--- src/rtl/multicycle_controller.sv ---
// Multicycle MIPS control FSM: sequences each instruction and drives
// every datapath enable, mux select and the memory write strobe.
module multicycle_controller (
  input  logic       clk,
  input  logic       reset,
  input  logic [5:0] op,
  input  logic [5:0] funct,
  input  logic       zero,
  output logic       pcen,
  output logic       memwrite,
  output logic       irwrite,
  output logic       regwrite,
  output logic       alusrca,
  output logic       iord,
  output logic       memtoreg,
  output logic       regdst,
  output logic [1:0] alusrcb,
  output logic [1:0] pcsrc,
  output logic [2:0] alucontrol,
  output logic [3:0] state
);

  typedef enum logic [3:0] {
    FETCH   = 4'd0,
    DECODE  = 4'd1,
    MEMADR  = 4'd2,
    MEMRD   = 4'd3,
    MEMWB   = 4'd4,
    MEMWR   = 4'd5,
    RTYPEEX = 4'd6,
    RTYPEWB = 4'd7,
    BEQEX   = 4'd8,
    ADDIEX  = 4'd9,
    ADDIWB  = 4'd10,
    JEX     = 4'd11
  } state_t;

  typedef struct packed {
    logic       pcwrite;
    logic       branch;
    logic       memwrite;
    logic       irwrite;
    logic       regwrite;
    logic       alusrca;
    logic       iord;
    logic       memtoreg;
    logic       regdst;
    logic [1:0] alusrcb;
    logic [1:0] pcsrc;
    logic [2:0] alucontrol;
  } ctrl_t;

  localparam logic [5:0] OP_LW   = 6'b100011;
  localparam logic [5:0] OP_SW   = 6'b101011;
  localparam logic [5:0] OP_RTYP = 6'b000000;
  localparam logic [5:0] OP_BEQ  = 6'b000100;
  localparam logic [5:0] OP_ADDI = 6'b001000;
  localparam logic [5:0] OP_J    = 6'b000010;

  localparam logic [2:0] ALU_ADD = 3'b010;
  localparam logic [2:0] ALU_SUB = 3'b110;
  localparam logic [2:0] ALU_AND = 3'b000;
  localparam logic [2:0] ALU_OR  = 3'b001;
  localparam logic [2:0] ALU_SLT = 3'b111;

  state_t state_q;
  ctrl_t  ctrl_q;

  function automatic state_t next_of(
    input state_t     s,
    input logic [5:0] o
  );
    state_t n;
    n = FETCH;
    case (s)
      FETCH:   n = DECODE;
      DECODE: begin
        case (o)
          OP_LW,
          OP_SW:   n = MEMADR;
          OP_RTYP: n = RTYPEEX;
          OP_BEQ:  n = BEQEX;
          OP_ADDI: n = ADDIEX;
          OP_J:    n = JEX;
          default: n = FETCH;
        endcase
      end
      MEMADR:  n = (o == OP_LW) ? MEMRD : MEMWR;
      MEMRD:   n = MEMWB;
      RTYPEEX: n = RTYPEWB;
      ADDIEX:  n = ADDIWB;
      default: n = FETCH;
    endcase
    return n;
  endfunction

  function automatic logic [2:0] alu_of(
    input logic [5:0] f
  );
    logic [2:0] a;
    case (f)
      6'b100000: a = ALU_ADD;
      6'b100010: a = ALU_SUB;
      6'b100100: a = ALU_AND;
      6'b100101: a = ALU_OR;
      6'b101010: a = ALU_SLT;
      default:   a = ALU_ADD;
    endcase
    return a;
  endfunction

  function automatic ctrl_t ctrl_of(
    input state_t     s,
    input logic [5:0] f
  );
    ctrl_t c;
    c = '0;
    c.alucontrol = ALU_ADD;
    case (s)
      FETCH: begin
        c.irwrite = 1'b1;
        c.pcwrite = 1'b1;
        c.alusrcb = 2'b01;
      end
      DECODE:  c.alusrcb = 2'b11;
      MEMADR: begin
        c.alusrca = 1'b1;
        c.alusrcb = 2'b10;
      end
      MEMRD:   c.iord = 1'b1;
      MEMWB: begin
        c.memtoreg = 1'b1;
        c.regwrite = 1'b1;
      end
      MEMWR: begin
        c.iord     = 1'b1;
        c.memwrite = 1'b1;
      end
      RTYPEEX: begin
        c.alusrca    = 1'b1;
        c.alucontrol = alu_of(f);
      end
      RTYPEWB: begin
        c.regdst   = 1'b1;
        c.regwrite = 1'b1;
      end
      BEQEX: begin
        c.alusrca    = 1'b1;
        c.alucontrol = ALU_SUB;
        c.pcsrc      = 2'b01;
        c.branch     = 1'b1;
      end
      ADDIEX: begin
        c.alusrca = 1'b1;
        c.alusrcb = 2'b10;
      end
      ADDIWB:  c.regwrite = 1'b1;
      JEX: begin
        c.pcsrc   = 2'b10;
        c.pcwrite = 1'b1;
      end
      default: c.alucontrol = ALU_ADD;
    endcase
    return c;
  endfunction

  // Outputs are registered alongside the state, decoded from the next state.
  always_ff @(posedge clk or posedge reset) begin
    if (reset) begin
      state_q <= FETCH;
      ctrl_q  <= ctrl_of(FETCH, 6'b000000);
    end else begin
      state_q <= next_of(state_q, op);
      ctrl_q  <= ctrl_of(next_of(state_q, op), funct);
    end
  end

  // Registers already hold FETCH values in reset; mask the enables.
  assign pcen     = ~reset
                  & (ctrl_q.pcwrite | (ctrl_q.branch & zero));
  assign irwrite  = ~reset & ctrl_q.irwrite;
  assign regwrite = ~reset & ctrl_q.regwrite;
  assign memwrite = ~reset & ctrl_q.memwrite;

  assign alusrca    = ctrl_q.alusrca;
  assign iord       = ctrl_q.iord;
  assign memtoreg   = ctrl_q.memtoreg;
  assign regdst     = ctrl_q.regdst;
  assign alusrcb    = ctrl_q.alusrcb;
  assign pcsrc      = ctrl_q.pcsrc;
  assign alucontrol = ctrl_q.alucontrol;
  assign state      = state_q;

endmodule
--- config.mk ---
export PLATFORM = sky130hd
export DESIGN_NAME = multicycle_controller
export DESIGN_NICKNAME = d
export VERILOG_FILES = /design/src/rtl/multicycle_controller.sv
export SDC_FILE = /design/constraint.sdc
export NUM_CORES = 1
export LEC_CHECK = 0
export CORE_ASPECT_RATIO = 1.2
export CORE_MARGIN = 8
export CORE_UTILIZATION = 40
export DETAILED_ROUTE_END_ITERATION = 10
export GPL_ROUTABILITY_DRIVEN = 0
export PLACE_DENSITY = 0.72
export SLEW_MARGIN = 10
export SYNTH_ARGS = -nofsm -noshare
export SYNTH_HDL_FRONTEND = slang
export SYNTH_SLANG_ARGS = --single-unit
--- constraint.sdc ---
create_clock -name clk -period 1.7 [get_ports clk]
set_clock_uncertainty 0.2 [all_clocks]
set_input_delay 0.255 -clock clk [delete_from_list [all_inputs] [get_ports clk]]
set_output_delay 0.255 -clock clk [all_outputs]
set_load 0.01 [all_outputs]
Yosys cells after proc, flatten, opt, wreduce, memory -nomap -nowiden
Index checks and enable logic that the tools add are counted.
{"block": "totals", "reg_bits": 20, "latchBits": 0, "ram_bits": 0, "rom_bits": 0, "in_bits": 15, "out_inout_bits": 19, "word_cells": 70, "memories": 0}
{"block": "classes", "n_addsub": 0, "mul": 0, "n_div": 0, "magnitude_cmp": 0, "n_eq_ne": 25, "shift": 0, "muxes": 16, "n_bitwise": 7, "reduce_logical": 9}
{"cell": "$eq A6 B6 Y1 const B", "n": 6}
{"cell": "$pmux W4 S6", "n": 1}
{"cell": "$eq A4 B3 Y1 const B", "n": 5}
{"cell": "$eq A4 B4 Y1 const B", "n": 5}
{"cell": "$pmux W4 S5", "n": 1}
{"cell": "$eq A4 B2 Y1 const B", "n": 4}
{"cell": "$pmux W3 S4", "n": 1}
{"cell": "$mux W1", "n": 9}
{"cell": "$eq A4 B1 Y1 const B", "n": 2}
{"cell": "$logic_not A4 Y1", "n": 2}
{"cell": "$reduce_or A2 Y1", "n": 4}
{"cell": "$eq A6 B2 Y1 const B", "n": 1}
{"cell": "$eq A6 B3 Y1 const B", "n": 1}
{"cell": "$eq A6 B4 Y1 const B", "n": 1}
{"cell": "$logic_not A6 Y1", "n": 1}
{"cell": "$pmux W2 S3", "n": 1}
{"cell": "$pmux W3 S2", "n": 1}
{"cell": "$and A1 B1 Y1", "n": 5}
{"cell": "$pmux W2 S2", "n": 1}
{"cell": "$reduce_or A4 Y1", "n": 1}
{"cell": "$mux W3", "n": 1}
{"cell": "$reduce_or A3 Y1", "n": 1}
{"cell": "$not A1 Y1", "n": 1}
{"cell": "$or A1 B1 Y1", "n": 1}

Logic depth before layout (Yosys ltp)
Gate-level depths: netlist of the first run.
{"block": "depth", "word_depth": 7, "ltp_mapped": 6, "mapped_depth_nobuf": 5}

Worst setup path after synthesis of the first run
No wires, ideal clock.
{"block": "synth_timing", "kind": "reg2reg", "start": "reg state_q[1] (netlist: state[1])", "end": "reg ctrl_q, in the netlist alucontrol[1]", "setup_time_ps": 100, "t_arrival_ps": 1580, "t_required_ps": 1400, "setup_slack_ps": -180, "path_stages_with_launch": 5, "n_path_buf": 1, "cell_sequence": "dfrtp_1 > clkbuf_1 > and2b_1 > nand4_1 > or4b_2"}
{"block": "synth_between", "elab_chain_cells": 4, "word_cells_on_any_way": 10, "classes_between": "eq/ne (7); mux (2); reduce/logical (1)"}
{"item": "from (decl)", "line": "66", "source": "state_t state_q;"}
{"item": "from (signal assigned)", "line": "173", "source": "state_q <= next_of(state_q, op);"}
{"item": "$eq A4 B4 Y1, or another cell as far along", "line": "75", "source": "case (s)"}
{"item": "$pmux W4 S6 *", "line": "75"}
{"item": "$eq A4 B4 Y1 or $eq A4 B3 Y1 (tied branches)", "line": "119", "source": "case (s)"}
{"item": "$pmux W3 S2 *", "line": "119"}
{"item": "to (signal assigned)", "line": "171", "source": "ctrl_q <= ctrl_of(FETCH, 6'b000000);"}
{"item": "to (signal assigned)", "line": "174", "source": "ctrl_q <= ctrl_of(next_of(state_q, op), funct);"}
{"item": "to (decl)", "line": "67", "source": "ctrl_t ctrl_q;"}
Mark *: on every way between the ends. The rest lies on a longest branch, timed or not.

Final worst setup path of the first run
{"block": "layout_timing", "start": "reg state_q[0] (netlist: state[0])", "end": "reg ctrl_q, in the netlist alusrcb[1]"}
{"block": "layout_between", "elab_chain_cells": 5, "word_cells_on_any_way": 13, "classes_between": "eq/ne (8); mux (2); reduce/logical (3)"}
{"item": "$eq A4 B4 Y1, or another cell as far along", "line": "75"}
{"item": "$pmux W4 S6 *", "line": "75"}
{"item": "$eq A4 B4 Y1 or $eq A4 B2 Y1 (tied branches)", "line": "119"}
{"item": "$reduce_or A2 Y1 (no source line)"}
{"item": "$pmux W2 S3 *", "line": "119"}
Marks and branches as above.

==> results.cfg, run 1 <==
[finish]
postLayoutCoreUtil_pct = 66.1
antenna-diode-count = 0
finish.cell_count_without_fillers = 191
post_route_cells_drive_above_1_share_pct = 38.0
synthToLayoutAreaGrowth_pct = 60.3
top_library_cells_by_usage_in_the_layout_fill_and_taps_aside = 25 x buf_4, 18 x clkdlybuf4s50_1, 12 x dfrtp_1, 12 x dlygate4sd2_1, 7 x inv_1
final_net_count = 174
commonest_non_fill_non_tap_cell_in_the_layout = buf_4
filler_cell_count_in_the_final_layout = 190

[timing]
tightestPinTransition_ns = 0.373
slew_headroom_pct = 75.1
share_of_the_clock_period_used_by_the_worst_path_pct = 101
final-setup-viol-count = 2
setup_repair_after_global_routing_missed_its_margin = yes
timing.fmax_ghz = 0.580
timing.final.max_slew_violations = 0
finalWorstSetupSlack_ns = -0.0239
report.final.hold_viol_count = 0
post_layout_minimum_cycle_time_ns = 1.72

[routing]
drt-total-wl_um = 2600
drc_errors = 0
post_drt_wl_per_cell_um = 13.6
route.vias.total = 958
detail_route.first_pass.iterations = 4
via_per_inst = 5.02
postRouteAntennaNets = 0
detailedRoute.firstIterationViolations = 26

[floorplanning]
initial_standard_cell_utilization_of_the_core_pct = 41.2
core_area_sq_mm = 0.00248
chipHeight_um = 71.3
die_x_um = 62.1
core.rowCount = 20
io_pins = 34
fp.dieArea_sq_mm = 0.00443

[yosys]
synth_cell_type_count = 38
yosys.area.top_type_share_pct = 36.8
synth.area.top_cells = dfrtp_1 37%, dfstp_2 10%, buf_4 6.6%, inv_1 2.9%, nor2_1 2.9%
asyncSetResetFlopFracSynth_pct = 100
synth_sequential_area_ratio_pct = 47.1
post_synth.cell_area_avg_sq_um = 9.82
synthesis.nets = 119
synth_cells = 104
yosys_warnings = 0
synth_seq_cells = 19
synthesis.area_sq_mm = 0.00102
synth_enable_flop_cells = 0
netlist.top_cell.by_area = dfrtp_1
dominantRegCellSynth = dfrtp_1

[critical_path]
worst-path-max-fanout = 5
start_kind = flop
crit_arrival_ns = 1.72
timing.reg2reg.worst_path_depth = 5
crit_path_end_kind = flop
worstSetupPathType = flop to flop
regToRegEndpoint = alusrcb[1]$_DFF_PP0_
startpoint_of_the_most_critical_register_to_register_path = state[0]$_DFF_PP0_
critPathRequiredTime_ns = 1.70
regToRegSetupSlack_ns = -0.02
crit_start = state[0]$_DFF_PP0_

[placed_design]
post-place-cells = 177
detailed_place_hpwl_um = 1900
port_buf_inserts = 33

[pwr]
power.share.clock_pct = 14.0
p_sw_w = 0.000538
reg_power_share_pct = 38.0
power_density_mw_per_mm2 = 984
comb_power_share_pct = 48.0
netSwitchingFraction_pct = 33.4
power.internal_w = 0.00107
ir_worst_vdd_uv = 496
p_leak_nw = 0.745

[min_path]
worst_hold_path_type = input pin to async pin

[status]
status = complete, but fails checks
violations = setup timing

[clocking]
numCtsBuffers = 3
holdBufCountCts = 0
level_count_of_the_clock_h_tree = 1
clock_tree.buffer_depth = 2
cts_tree = yes
clockRootBuffer = clkbuf_4
cts.sink_count = 19
clk_pin_slew_ns = 0.11
clock_insertion_delay_worst_skew_ns = 0.30

[flow_run]
max_cap_viol_count = 0

[global_route]
pin_count_of_the_biggest_net_entering_global_routing = 20
grt.overflow.total = 0
wire_length_of_the_first_global_routing_pass_um = 4130
first_global_vias = 919
antenna_found_initial = 0
globalRouteTotalUtil_pct = 11.2
-- layout make-up --
type	instances	area (sq um)	share of cell area, %
multi-input combinational	64	495	30.3
clock buffer	4	26.3	1.61
timing repair buffer	63	559	34.2
tap	33	41.3	2.52
inverter	8	30.0	1.83
sequential	19	484	29.6
-- critical path, cell delays in order (launching register included) --
cell	delay, ns
dfrtp_1	0.45
buf_4	0.15
buf_4	0.11
o211ai_1	0.10
a31o_2	0.26
a311o_1	0.35
-- worst max-delay path by stage --
stage / end / slack [ns]
2_1_floorplan: alusrcb[1]$_DFF_PP0_ / -0.06
5_1_grt: alusrcb[0]$_DFF_PP1_ / -0.07
3_3_place_gp: alusrcb[1]$_DFF_PP0_ / -0.50
4_1_cts: alusrcb[0]$_DFF_PP1_ / 0.01
6_report: alusrcb[1]$_DFF_PP0_ / -0.02
3_5_place_dp: alusrcb[1]$_DFF_PP0_ / -0.54
-- state kept, by name, indices dropped and copies added (netlist names) --
name	count
alusrcb	2
alusrca	1
ctrl_q	5
iord	1
regdst	1
memtoreg	1
alucontrol	3
state	4
pcsrc	1
-- power groups by stage --
stage	Combinational, W	Clock (W)	Sequential, W
after global placement	0.000607	0	0.000626
after CTS	0.000681	0.000230	0.000604
after floorplan	0.000386	0	0.000614
after global routing	0.000824	0.000251	0.000619
after detailed placement	0.000620	0	0.000630
final	0.000773	0.000225	0.000612
-- synth_stat cells (2+ instances only) --
| cell type | instances |
|---|---|
| a21boi_0 | 2 |
| a21oi_1 | 4 |
| buf_4 | 9 |
| buf_6 | 2 |
| dfrtp_1 | 15 |
| dfstp_2 | 4 |
| inv_1 | 8 |
| nand2_1 | 6 |
| nand2b_1 | 2 |
| nand3_1 | 2 |
| nand3b_1 | 2 |
| nor2_1 | 8 |
| nor2b_1 | 3 |
| nor3_1 | 5 |
| nor3b_1 | 4 |
| nor4_1 | 2 |
| o211ai_1 | 3 |
| o21ai_0 | 2 |
| xnor2_1 | 2 |
-- per-stage QoR --
stage / setup TNS [ns] / instance area (sq um) / hold WS, ns / power [W] / setup slack [ns]
3_5_place_dp: -5.42 / 1460 / 0.452 / 0.00125 / -0.542
5_1_grt: -0.212 / 1640 / 0.262 / 0.00169 / -0.0670
3_3_place_gp: -4.94 / 1460 / 0.427 / 0.00123 / -0.500
6_report: -0.0380 / 1640 / 0.182 / 0.00161 / -0.0239
2_1_floorplan: -0.109 / 1050 / 0.00317 / 0.00100 / -0.0556
4_1_cts: 0 / 1560 / 0.199 / 0.00152 / 0.0127
-- layer usage --
metal | vias to the layer above | wire length, um | GRT usage, % | part of all wire [%]
li1 | 466 | - | - | -
met1 | 450 | 1070 | 12.2 | 41
met2 | 31 | 1320 | 19.9 | 51
met3 | 11 | 120 | 1.87 | 4.6
met4 | 0 | 95 | 6.49 | 3.7
met5 | - | 0 | 0 | 0
-- cell families (layout without fill, tap and decap cells) --
family	count (synthesis)	in the layout	synth area share [%]
buffers and inverters	21	75	12.6
AOI/OAI and AO/OA	18	18	13.0
xor gates and xnor gates	3	3	2.57
and+or+nand+nor	43	43	24.8
DFF	19	19	47.1
-- timing repair --
action	CTS	global route
setup buffers	8	2
gates resized for setup	27	15
pin swaps	9	5
endpoints found under the setup margin	18	8
(Power assumes the default switching activity.)
==> inputs of run 2 (changes only) <==
CORE_MARGIN = not set   (was 8)
==> results.cfg, run 2 (synthesized netlist as in run 1, its figures left out) <==
[critical_path]
crit_arrival_ns = 1.77
crit_path_end_kind = flop
worst-path-max-fanout = 7
regToRegEndpoint = alusrcb[0]$_DFF_PP1_
crit_path_max_incr_delay_ns = 0.42
worstSetupPathType = flop to flop
regToRegSetupSlack_ns = -0.05
critical-path-top-delay-family = flip-flops
critPathRequiredTime_ns = 1.73
crit_start = state[1]$_DFF_PP0_
max_stage_delay_cell_worst_path = dfrtp_2
startpoint_of_the_most_critical_register_to_register_path = state[1]$_DFF_PP0_
start_kind = flop
path_cells = buf_6 -> nor3b_4 -> o211ai_1 -> o311ai_2 -> buf_4 -> nand3b_1 -> o41ai_2
cp.buffers_inverters = 2
timing.reg2reg.worst_path_depth = 7

[flow_run]
max_cap_viol_count = 0

[finish]
largest_register_ffs = 5
largest_register = ctrl_q
commonest_non_fill_non_tap_cell_in_the_layout = buf_4
antenna-diode-count = 0
post_route_cells_drive_above_1_share_pct = 33.8
final_net_count = 173
top_library_cells_by_usage_in_the_layout_fill_and_taps_aside = 25 x buf_4, 16 x clkdlybuf4s50_1, 13 x dlygate4sd2_1
synthToLayoutAreaGrowth_pct = 55.1

[floorplanning]
fp.dieArea_sq_mm = 0.00276
die_x_um = 48.1
core_area_sq_mm = 0.00235
chipHeight_um = 57.3
io_pins = 34
core.rowCount = 19
initial_standard_cell_utilization_of_the_core_pct = 43.4

[routing]
drt-total-wl_um = 2170
route.vias.total = 918
post_drt_wl_per_cell_um = 11.6
detailedRoute.firstIterationViolations = 20
postRouteAntennaNets = 0
detail_route.first_pass.iterations = 4
drc_errors = 0
via_per_inst = 4.88

[min_path]
worstHoldEndpoint = alucontrol[0]$_DFF_PP0_
hold_path.startpoint = op[2]
worst_hold_path_type = input pin to flop
min_delay_path_depth = 4

[global_route]
first_global_vias = 861
global_route.usage.met3_pct = 0.949
antenna_found_initial = 0
grt.overflow.total = 0
wire_length_of_the_first_global_routing_pass_um = 3540
m1_gr_usage_pct = 20.1
most_congested_layer_reported_by_global_routing = met2
pin_count_of_the_biggest_net_entering_global_routing = 20
gr-usage-met2_pct = 33.0
globalRouteTotalUtil_pct = 18.2

[clocking]
level_count_of_the_clock_h_tree = 1
numCtsBuffers = 3
cts.sink_count = 19
clock_insertion_delay_worst_skew_ns = 0.29
clk_pin_slew_ns = 0.10
clock_tree.buffer_depth = 2
clockRootBuffer = clkbuf_4
cts_tree = yes

[timing]
timing.fmax_ghz = 0.573
setup-tns-final_ns = -0.105
report.final.hold_viol_count = 0
post_layout_minimum_cycle_time_ns = 1.75
timing.final.max_slew_violations = 0
share_of_the_clock_period_used_by_the_worst_path_pct = 103
tightestPinTransition_ns = 0.265
setup_repair_after_global_routing_missed_its_margin = yes
final-setup-viol-count = 6
slew_headroom_pct = 82.1
finalWorstSetupSlack_ns = -0.0453

[pwr]
ir_worst_vdd_uv = 573
post-layout-total-power_w = 0.00153
power_density_mw_per_mm2 = 969
p_leak_nw = 0.755

[placed_design]
port_buf_inserts = 33
detailed_place_hpwl_um = 1670

[status]
violations = setup timing
status = complete, but fails checks
-- run 2: cell types whose count changed in the layout (fill, tap and decap cells not counted), moves of 2 or more --
| cell | delta |
|---|---|
| clkdlybuf4s50_1 | -2 |
| nor3_1 | +2 |
| nor3_2 | -2 |
| nor2_4 | -2 |
| buf_6 | -2 |
| nor2_1 | +2 |
-- run 2: worst max-delay path by stage --
stage               slack, ns  cells past startpoint                    to
finish                  -0.05                      7  alusrcb[0]$_DFF_PP1_
floorplan               -0.06                      5  alusrcb[1]$_DFF_PP0_
CTS                     -0.03                      7  alusrcb[0]$_DFF_PP1_
global route            -0.14                      7  alusrcb[0]$_DFF_PP1_
detailed placement      -0.53                      5  alusrcb[1]$_DFF_PP0_
global placement        -0.50                      5  alusrcb[1]$_DFF_PP0_
-- run 2: metal layers --
layer | wire [um] | up-vias
li1 | - | 457
met1 | 869 | 433
met2 | 1210 | 26
met3 | 70 | 2
met4 | 22 | 0
met5 | 0 | -
-- run 2: worst reg2reg max path: cells and delay by family (launching register included) --
kind / cells / cell delay [ns]
buffers and inverters: 2 / 0.32
AND/OR/NAND/NOR: 2 / 0.39
flip-flops: 1 / 0.42
AO/OA/AOI/OAI: 3 / 0.35
-- run 2: area by class of cell --
class,count,area (sq um)
Clock inverter,1,5.00
Timing Repair Buffer,62,543
Clock buffer,3,22.5
Sequential cell,19,484
Inverter,8,30.0
Tap cell,31,38.8
Fill cell,189,769
Multi-Input combinational cell,64,460
-- run 2: report_power, final --
| part | internal [W] | leakage (nW) | switching (W) |
|---|---|---|---|
| clock | 0.0000875 | 0.0177 | 0.000133 |
| sequential | 0.000562 | 0.241 | 0.0000418 |
| combinational | 0.000398 | 0.496 | 0.000313 |
| total | 0.00105 | 0.755 | 0.000488 |
-- run 2: through the flow --
stage	hold WS, ns	worst slack, ns	area, sq um	std cells	utilization [%]
3_5_place_dp	0.448	-0.528	1460	176	62.1
2_1_floorplan	0.00317	-0.0556	1050	104	-
6_report	0.320	-0.0453	1580	188	67.3
4_1_cts	0.315	-0.0312	1560	187	66.5
3_3_place_gp	0.430	-0.501	1460	176	62.1
5_1_grt	0.338	-0.139	1580	188	67.3
-- run 2: repair_timing --
action                                 4_1_cts  5_1_grt
endpoints found under the hold margin       15        0
buffers inserted                             6        1
gates resized for setup                     26        8
setup endpoints to repair                   19       11
pin swaps                                   10        2
hold buffers                                 1        0
